==> src/rtl/alu_rr_arbiter.sv <==
// rtl/alu_rr_arbiter.sv - two-requester round-robin front end sharing one 32-bit ALU
// Single operation in flight; result registered and held until the owner accepts it.

module alu (
    input  logic [31:0] a,
    input  logic [31:0] b,
    input  logic [2:0]  op,
    output logic [31:0] c
);
    // Shift amount is the full B operand, so any upper bit set means "shifted out".
    logic big_shift;
    assign big_shift = |b[31:5];

    always_comb begin
        c = '0;
        case (op)
            3'd0:    c = a + b;
            3'd1:    c = a - b;
            3'd2:    c = a & b;
            3'd3:    c = a | b;
            3'd4:    c = big_shift ? 32'd0 : (a >> b[4:0]);
            3'd5:    c = big_shift ? {32{a[31]}} : $unsigned($signed(a) >>> b[4:0]);
            3'd6:    c = {31'd0, a > b};
            3'd7:    c = {31'd0, $signed(a) > $signed(b)};
            default: c = '0;
        endcase
    end
endmodule

module alu_rr_arbiter #(
    parameter logic PRIO_INIT = 1'b0,
    parameter int   CNT_W     = 16
) (
    input  logic             clk,
    input  logic             reset,
    input  logic [1:0]       req_valid,
    output logic [1:0]       req_ready,
    input  logic [31:0]      req_a0,
    input  logic [31:0]      req_b0,
    input  logic [2:0]       req_op0,
    input  logic [31:0]      req_a1,
    input  logic [31:0]      req_b1,
    input  logic [2:0]       req_op1,
    output logic [1:0]       resp_valid,
    input  logic [1:0]       resp_ready,
    output logic [31:0]      resp_c,
    output logic [CNT_W-1:0] done_cnt
);
    typedef enum logic [1:0] {IDLE, EXEC, RESP} state_t;

    state_t      state, state_nxt;
    logic        prio;
    logic        owner;
    logic        grant;
    logic        accept;
    logic        resp_fire;
    logic [31:0] a_q, b_q, alu_c;
    logic [2:0]  op_q;

    alu u_alu (
        .a  (a_q),
        .b  (b_q),
        .op (op_q),
        .c  (alu_c)
    );

    always_comb begin
        state_nxt  = state;
        req_ready  = 2'b00;
        resp_valid = 2'b00;
        grant      = prio;
        accept     = 1'b0;
        resp_fire  = 1'b0;
        case (state)
            IDLE: begin
                // A lone requester wins outright; prio only breaks ties.
                if (req_valid == 2'b01)
                    grant = 1'b0;
                else if (req_valid == 2'b10)
                    grant = 1'b1;
                if (|req_valid) begin
                    req_ready[grant] = 1'b1;
                    accept           = 1'b1;
                    state_nxt        = EXEC;
                end
            end
            EXEC: state_nxt = RESP;
            RESP: begin
                resp_valid[owner] = 1'b1;
                if (resp_ready[owner]) begin
                    resp_fire = 1'b1;
                    state_nxt = IDLE;
                end
            end
            default: state_nxt = IDLE;
        endcase
    end

    always_ff @(posedge clk or posedge reset) begin
        if (reset) begin
            state    <= IDLE;
            prio     <= PRIO_INIT;
            owner    <= 1'b0;
            a_q      <= '0;
            b_q      <= '0;
            op_q     <= '0;
            resp_c   <= '0;
            done_cnt <= '0;
        end else begin
            state <= state_nxt;
            if (accept) begin
                owner <= grant;
                a_q   <= grant ? req_a1  : req_a0;
                b_q   <= grant ? req_b1  : req_b0;
                op_q  <= grant ? req_op1 : req_op0;
            end
            if (state == EXEC)
                resp_c <= alu_c;
            if (resp_fire) begin
                done_cnt <= done_cnt + 1'b1;
                prio     <= ~owner;
            end
        end
    end
endmodule

==> config.mk <==
export PLATFORM = sky130hd
export DESIGN_NAME = alu_rr_arbiter
export DESIGN_NICKNAME = d
export VERILOG_FILES = /design/src/rtl/alu_rr_arbiter.sv
export SDC_FILE = /design/constraint.sdc
export NUM_CORES = 1
export LEC_CHECK = 0
export CAP_MARGIN = 10
export CORE_MARGIN = 10
export CORE_UTILIZATION = 45
export DETAILED_ROUTE_END_ITERATION = 16
export PLACE_DENSITY = 0.69
export SLEW_MARGIN = 10
export SYNTH_ARGS = -nofsm -noshare
export SYNTH_HDL_FRONTEND = slang
export SYNTH_SLANG_ARGS = --single-unit
==> constraint.sdc <==
create_clock -name clk -period 5 [get_ports clk]
set_clock_uncertainty 0.15 [all_clocks]
set_input_delay 0.5 -clock clk [delete_from_list [all_inputs] [get_ports clk]]
set_output_delay 0.5 -clock clk [all_outputs]
set_load 0.005 [all_outputs]
### Yosys cells after proc, flatten, opt, wreduce, memory -nomap -nowiden

Cells that the tools add are included.

* muxes and demuxes: 26
* shift operators: 2
* add/subtract/negate cells: 3
* eq/ne operators: 13
* reductions and logical operators: 7
* bitwise logic cells: 3
* order comparisons: 6

Operators by type and width (count)
* $pmux 32 s8: 1
* $mux 32: 4
* $gt 32x32->1: 2
* $add 32x32->32: 1
* $and 32x32->32: 1
* $or 32x32->32: 1
* $shr 32x5->32: 1
* $sshr 32x5->32: 1
* $sub 32x32->32: 1
* $reduce_or 27->1: 1
* $add 16x1->16 const B: 1
* $eq 3x3->1 const B: 4
* $mux 1: 12
* $mux 2: 5
* $eq 3x2->1 const B: 2
* $pmux 2 s3: 1
* $eq 2x1->1 const B: 2
* $eq 2x2->1 const B: 2
* $lt 1x2->1 const B: 2
* $ne 2x2->1 const B: 2
* $eq 3x1->1 const B: 1
* $logic_not 3->1: 1
* $mux 3: 1
* $demux 1 s1: 2
* 6 further kinds: 8

* register bits: 119
* input port bits: 140
* word-level logic and storage cells: 68
* output and inout bits: 52

### Longest topological paths before layout

Gate-level depths: netlist of the first run.

* depth after elaboration: 10
* depth in mapped cells: 15
* depth with buffers taken out: 12

### By module

A second synthesis of the first run with hierarchy kept.

* cell total of the unflattened synthesis: 1456
* area total of the unflattened synthesis: 11776.3 um^2

Modules (own cells, without submodules)
* alu: times used 1, seq. area each 0.0 um^2, cells an instance 1011, area an instance 6591.3 um^2
* alu_rr_arbiter: times used 1, seq. area each 2977.9 um^2, cells an instance 445, area an instance 5185.0 um^2

### Least setup slack after synthesis of the first run

No wires, ideal clock.

* kind: register to register
* from: register b_q[2]
* to: register resp_c[17]
* buffers on the path: 4
* slack: 1.431 ns
* cell stages (with the launch flop): 16
* library setup time: 0.129 ns
* clock period less this slack: 3.569 ns
* required time: 4.721 ns
* arrival time: 3.290 ns
* cells stage by stage: dfrtp_1 clkbuf_1 clkinv_1 buf_2 buf_1 ha_1 buf_4 clkinv_1 o221ai_2 a211oi_2 a21o_1 a31o_4 a221o_1 xnor2_1 a221oi_1 a21oi_1

* cells in the longest elaborated chain, start to end: 3
* elaborated cells between the ends (all ways): 7
* those cells by class: 2 x add/sub; 2 x shift; 3 x mux

RTL lines
* start, declared: line 57 `logic [31:0] a_q, b_q, alu_c;`
* start signal, assigned: line 114 `b_q <= grant ? req_b1 : req_b0;`
* parallel branches: the longest is 2 deep, another holds $sub 32x32->32
* $pmux 32 s8 *: line 16 `case (op)`
* end signal, assigned: line 118 `resp_c <= alu_c;`
* end, declared: line 46 `output logic [31:0] resp_c,`

Every way passes the cells marked *.
A chain may end at the register's enable or synchronous reset.

### Final worst setup path of the first run

* from: register b_q[4]
* to: register resp_c[26]

Same word-level chain as after synthesis.

==> summary.md, run 1 <==
## Layout
• 2457 — # fillers
• 0.0764 — proportion of layout cells with a drive suffix above 1
• 2980 um^2 — Register Area
• 1863 — net total in the final layout
• 8120 um^2 — combined area of the multi-input logic cells
• 22.4% — area delta synth->final
• 0 — # diodes

## Timing
• 972 ps — Least-Margin Pin Slew
• 251 MHz — maximum clock rate
• 0.350 — max_slew headroom
• 0.798 — final period utilization
• 1010 ps — crit path setup slack, layout
• false — unrepaired setup endpoints after global routing
• 0 — count of final max-slew check failures
• 0 — total count of hold-check failures in the final report
• 3990 ps — shortest period the worst path allows
• 0 ps — total negative slack
• 0 — number of setup violations in the final report

## Worst hold path
• done_cnt[15] — capture endpoint of the worst hold path
• register to register — class of the worst hold path
• 1 — number of cells traversed by the worst hold path
• done_cnt[15] — startpoint of the most critical hold path

## Clocking
• 0 — hold buffer count at cts
• 119 — clock sink count
• sky130_fd_sc_hd__clkbuf_16 — master cell of the clock root buffer
• 4 — number of H-tree branching levels
• built — clock tree from TritonCTS
• 0 — Gates resized, CTS repair
• 17 — Inserted Clock Buffers
• 0 — post-CTS setup buffers
• 2 — Bufs on Longest Clock Path
• 70 ps — clock slew seen by the registers of the worst setup and hold paths
• 440 ps — clock network latency to the later pin of the worst-skew pair

## Route
• 0 — antenna viol nets, final
• 12000 — total via count in the routed design
• 23.1 um — routed len/inst
• 0 — DRC violation count after routing
• 7 — drt pass-1 iters
• 45.5 mm — post-detailed-routing wire length
• 1421 — Detailed Route Iter0 Violations
• 6.08 — mean number of vias per cell

## Critical path
• 1010 ps — reg2reg setup slack
• 4160 ps — CP arrival
• 23 — highest fanout seen on the critical path
• register to register — worst setup path category
• register — type of element launching the critical path
• resp_c[26] — terminus of the critical flop-to-flop path
• 11 — worst-case reg-to-reg path depth
• b_q[4] — launching point of the worst reg2reg path
• register — Worst setup EP type
• b_q[4] — critical path launch point
• 5170 ps — Data required, critical path

## Synthesis
• 11900 um^2 — Mapped Area
• 0 — Post-synth EDFFs
• 0.250 — post-synthesis sequential area ratio
• 7.96 um^2 — mean area per synthesized cell
• 1495 — gate count after technology mapping
• sky130_fd_sc_hd__dfrtp_1 — largest area contributor in the synthesized netlist
• 119 — count of state elements after synthesis
• 0 — Yosys warning count
• sky130_fd_sc_hd__dfrtp_1 25%, sky130_fd_sc_hd__ha_1 10%, sky130_fd_sc_hd__mux2i_1 7.9% — top area cells in the synthesized netlist
• 1734 — Syn Nets
• sky130_fd_sc_hd__dfrtp_1 — most instantiated flip-flop cell in the synthesis netlist
• 1.00 — post-synthesis async set-or-reset flop share
• 204 x sky130_fd_sc_hd__nor2_1, 181 x sky130_fd_sc_hd__a21oi_1, 127 x sky130_fd_sc_hd__nand2_1, 119 x sky130_fd_sc_hd__dfrtp_1, 97 x sky130_fd_sc_hd__ha_1 — most frequent cells after synthesis
• sky130_fd_sc_hd__nor2_1 — top-count cell post-synth
• 88 — number of distinct library cells after synthesis
• 0.250 — share of the synthesized area in the top cell type

## Global routing
• 1 — antenna violations before repair
• 65 — pin count of the biggest net entering global routing
• 0.0726 — global routing met3 resource utilization
• 0.369 — met1 usage in global routing
• 0.269 — global-route usage over all layers
• 11800 — vias in the first global route
• 0.398 — met2 global-route usage
• 0 — remaining global-route overflow
• 70.2 mm — global-route wire length before repair
• met2 — busiest layer in global routing

## Placed design
• 35.5 mm — final HPWL from detailed placement
• 191 — number of input and output port buffers inserted
• 0.999 — GP Congestion
• 1120 ps — worst slack, placed

## Power and ir drop
• 6.19 nW — total leakage power
• 12.4 mW — power consumption
• 0.426 mV — worst vdd ir
• 852 nW/um^2 — power per cell area

## Die
• 183 um — floorplan die height
• 192 — number of I/O pins
• 0.457 — starting utilization of the core area
• 59 — Row Count
• 26100 um^2 — core region area
• 183 um — horizontal die dimension
• 33400 um^2 — die area

## Flow run
• 0 — number of max-capacitance violations reported

## Outcome
• completed — status

final cells by class:
cell class | instances | share of cell area
Multi-Input combinational cell | 1169 | 0.557
Timing Repair Buffer | 213 | 0.143
Clock inverter | 14 | 0.00970
Tap cell | 335 | 0.0288
Clock buffer | 18 | 0.0295
Inverter | 104 | 0.0270
Sequential cell | 119 | 0.204
through the flow:
stage | hold WS (ps) | util | cells | cell area, um^2
after detailed placement | 319 | 0.537 | 1940 | 14000
after CTS | 335 | 0.559 | 1972 | 14600
after floorplan | 318 | - | 1495 | 11900
after global placement | 315 | 0.537 | 1940 | 14000
final | 332 | 0.559 | 1972 | 14600
after global routing | 367 | 0.559 | 1972 | 14600
kinds of logic after synthesis:
family | synth area share
AOI/OAI and AO/OA | 0.246
xor gates and xnor gates | 0.0338
adders and majority gates | 0.105
buffers and inverters | 0.0704
DFF | 0.250
muxes | 0.124
and+or+nand+nor | 0.170
how the worst max path moves through the flow:
stage | to | cells past startpoint
after detailed placement | resp_c[26] | 11
after global placement | resp_c[26] | 11
after floorplan | a_q[0] | 1
after global routing | resp_c[26] | 11
after CTS | resp_c[26] | 11
final | resp_c[26] | 11
flip-flops by register name, summed over array words and instances, names as in the netlist:
| name | cells |
|---|---|
| op_q | 3 |
| a_q | 32 |
| done_cnt | 16 |
| resp_c | 32 |
| b_q | 32 |
| prio | 1 |
| state | 2 |
| owner | 1 |
routing by layer:
metal	vias to the layer above	wire length, um
met1	5681	19600
met5	-	50
met2	630	19700
met3	100	4750
li1	5586	-
met4	2	1430
worst max-delay path: stages (launching register included):
cell	delay [ps]
sky130_fd_sc_hd__dfrtp_1	790
sky130_fd_sc_hd__inv_1	320
sky130_fd_sc_hd__ha_1	470
sky130_fd_sc_hd__nor2_1	170
sky130_fd_sc_hd__o211ai_1	160
sky130_fd_sc_hd__a21oi_1	470
sky130_fd_sc_hd__nand2_1	170
sky130_fd_sc_hd__a31oi_2	290
sky130_fd_sc_hd__nor3_1	180
sky130_fd_sc_hd__o31ai_2	260
sky130_fd_sc_hd__mux2i_1	110
sky130_fd_sc_hd__o32a_1	330
placed cells by master (no fill, tap or decap), types with 9 or more instances in the layout:
cell and n:
sky130_fd_sc_hd__mux4_2 20, sky130_fd_sc_hd__nand2b_1 15, sky130_fd_sc_hd__nor2_1 203, sky130_fd_sc_hd__dfrtp_1 118
sky130_fd_sc_hd__a21oi_1 180, sky130_fd_sc_hd__nor3_1 20, sky130_fd_sc_hd__a31oi_1 15, sky130_fd_sc_hd__nand2_1 127
sky130_fd_sc_hd__nor4_1 9, sky130_fd_sc_hd__nand4_1 14, sky130_fd_sc_hd__a221oi_1 11, sky130_fd_sc_hd__inv_1 95
sky130_fd_sc_hd__ha_1 97, sky130_fd_sc_hd__o21bai_1 10, sky130_fd_sc_hd__a22oi_1 11, sky130_fd_sc_hd__xnor2_1 36
sky130_fd_sc_hd__o21ai_0 59, sky130_fd_sc_hd__buf_4 21, sky130_fd_sc_hd__xor2_1 10, sky130_fd_sc_hd__a21o_1 12
sky130_fd_sc_hd__clkbuf_16 17, sky130_fd_sc_hd__mux2i_1 94, sky130_fd_sc_hd__nand3_1 25, sky130_fd_sc_hd__a211oi_1 15
sky130_fd_sc_hd__clkdlybuf4s50_1 191, sky130_fd_sc_hd__o211ai_1 27
power by group:
part	switching, mW	internal, mW
Clock	0.576	0.699
Sequential	0.768	1.41
Combinational	5.47	3.49
(Power assumes the default switching activity.)
==> inputs of run 2 (changes only) <==
Clock period 5 ns to 3.75 ns, I/O delays scaled along.
==> summary.md, run 2 (synthesis results as in run 1) <==
## Outcome
• completed — status

## Clocking
• 0 — post-CTS setup buffers
• 70 ps — clock slew seen by the registers of the worst setup and hold paths
• 4 — number of H-tree branching levels
• 2 — Bufs on Longest Clock Path
• 430 ps — clock network latency to the later pin of the worst-skew pair
• built — clock tree from TritonCTS
• 0 — hold buffer count at cts
• sky130_fd_sc_hd__clkbuf_16 — master cell of the clock root buffer
• 119 — clock sink count
• 17 — Inserted Clock Buffers

## Power and ir drop
• 1140 nW/um^2 — power per cell area
• 0.740 — logic gate share of total power
• 0.156 — Flop pwr share
• 0.105 — Clock Power Share
• 0.538 — Net Sw Frac
• 7.93 mW — Int Pwr
• 9.21 mW — NetSw
• 0.645 mV — worst vdd ir
• 6.46 nW — total leakage power

## Die
• 192 — number of I/O pins
• 59 — Row Count
• 183 um — horizontal die dimension
• 0.457 — starting utilization of the core area
• 33400 um^2 — die area
• 26100 um^2 — core region area
• 183 um — floorplan die height

## Timing
• false — unrepaired setup endpoints after global routing
• 0 — count of final max-slew check failures
• 0.953 — final period utilization
• 175 ps — crit path setup slack, layout
• 0 — number of setup violations in the final report
• 3570 ps — shortest period the worst path allows
• 280 MHz — maximum clock rate
• 0 — total count of hold-check failures in the final report
• 0.496 — max_slew headroom
• 752 ps — Least-Margin Pin Slew
• 95.6 ps — worst hold margin
• 0 ps — total negative slack

## Route
• 1351 — Detailed Route Iter0 Violations
• 6.06 — mean number of vias per cell
• 46.4 mm — post-detailed-routing wire length
• 0 — antenna viol nets, final
• 12300 — total via count in the routed design
• 6 — drt pass-1 iters
• 23.0 um — routed len/inst
• 0 — DRC violation count after routing

## Placed design
• 191 — number of input and output port buffers inserted
• 1988 — dpl cells
• 14400 um^2 — Post-DP Area
• 36.9 mm — final HPWL from detailed placement
• 262 ps — worst slack, placed
• 1.05 — GP Congestion

## Worst hold path
• input port to asynchronous set/reset pin — class of the worst hold path

## Critical path
• 530 ps — worst stage delay on the critical path
• sky130_fd_sc_hd__dfrtp_1 — Slowest cell on crit path
• compound AO/OA/AOI/OAI gates — cell class contributing the biggest share of worst-path delay
• register — Worst setup EP type
• 3910 ps — Data required, critical path
• 11 — highest fanout seen on the critical path
• 1 — CP bufs+invs
• register to register — worst setup path category
• register — type of element launching the critical path
• 3740 ps — CP arrival
• inv_1 -> ha_1 -> or3b_1 -> a31oi_2 -> a311oi_1 -> o31ai_2 -> a41oi_2 -> o41ai_4 -> xnor2_1 -> a221oi_2 -> a21oi_1 — crit-path cells

## Layout
• 2020 — Finished Layout Cells
• 203 x sky130_fd_sc_hd__nor2_1, 191 x sky130_fd_sc_hd__clkdlybuf4s50_1, 180 x sky130_fd_sc_hd__a21oi_1, 127 x sky130_fd_sc_hd__nand2_1, 118 x sky130_fd_sc_hd__dfrtp_1 — most frequent cells in the layout
• sky130_fd_sc_hd__nor2_1 — commonest non-fill, non-tap cell in the layout
• 26.0% — area delta synth->final
• 8120 um^2 — combined area of the multi-input logic cells
• 0.104 — proportion of layout cells with a drive suffix above 1
• 2458 — # fillers
• 1911 — net total in the final layout
• 0 — # diodes
• 2980 um^2 — Register Area
• a_q x32, b_q x32, resp_c x32 — registers with the most flip-flops
• 15000 um^2 — post-route design area

## Global routing
• 0 — remaining global-route overflow
• 0.272 — global-route usage over all layers
• 71.3 mm — global-route wire length before repair
• 0 — antenna violations before repair
• 99 — pin count of the biggest net entering global routing
• 11900 — vias in the first global route

## Flow run
• 0 — number of max-capacitance violations reported

## run 2: worst paths after layout
path | from | end | slack, ps | cells past startpoint
worst max-delay path | a_q[17] | resp_c[29] | 180 | 11
worst min register to register | done_cnt[15] | done_cnt[15] | 330 | 1
worst min-delay path | reset | done_cnt[0] | 100 | 2
min in group clk | done_cnt[15] | done_cnt[15] | 330 | 1
worst max register to register | a_q[17] | resp_c[29] | 180 | 11
max in group asynchronous | reset | resp_c[27] | 2390 | 3
## run 2: area by class of cell
| class | instances | area share |
|---|---|---|
| Clock inverter | 15 | 0.0121 |
| Inverter | 104 | 0.0262 |
| Multi-Input combinational cell | 1169 | 0.542 |
| Tap cell | 335 | 0.0280 |
| Clock buffer | 17 | 0.0284 |
| Timing Repair Buffer | 261 | 0.165 |
| Sequential cell | 119 | 0.199 |
## run 2: per-layer routing
metal,vias up,track usage,share of wire
met1,5783,0.386,0.45
met5,-,0,0
met3,94,0.0677,0.10
met4,0,0.0940,0.032
met2,680,0.391,0.42
li1,5693,-,-
## run 2: timing repair
action / CTS / global route
endpoints found under the hold margin: 0 / 0
endpoints found under the setup margin: 0 / 2
gates resized for setup: 0 / 1
## run 2: stage by stage
step | total power, mW | util
floorplan | 11.0 | -
global placement | 14.9 | 0.552
detailed placement | 15.0 | 0.552
CTS | 16.8 | 0.575
global route | 18.3 | 0.575
finish | 17.1 | 0.575
## run 2: power by group through the flow
stage	Combinational, mW	Sequential, mW	Clock (mW)
global placement	12.3	2.63	0
finish	12.7	2.67	1.79
global route	13.7	2.73	1.86
detailed placement	12.3	2.66	0
floorplan	8.55	2.41	0
CTS	12.4	2.64	1.80
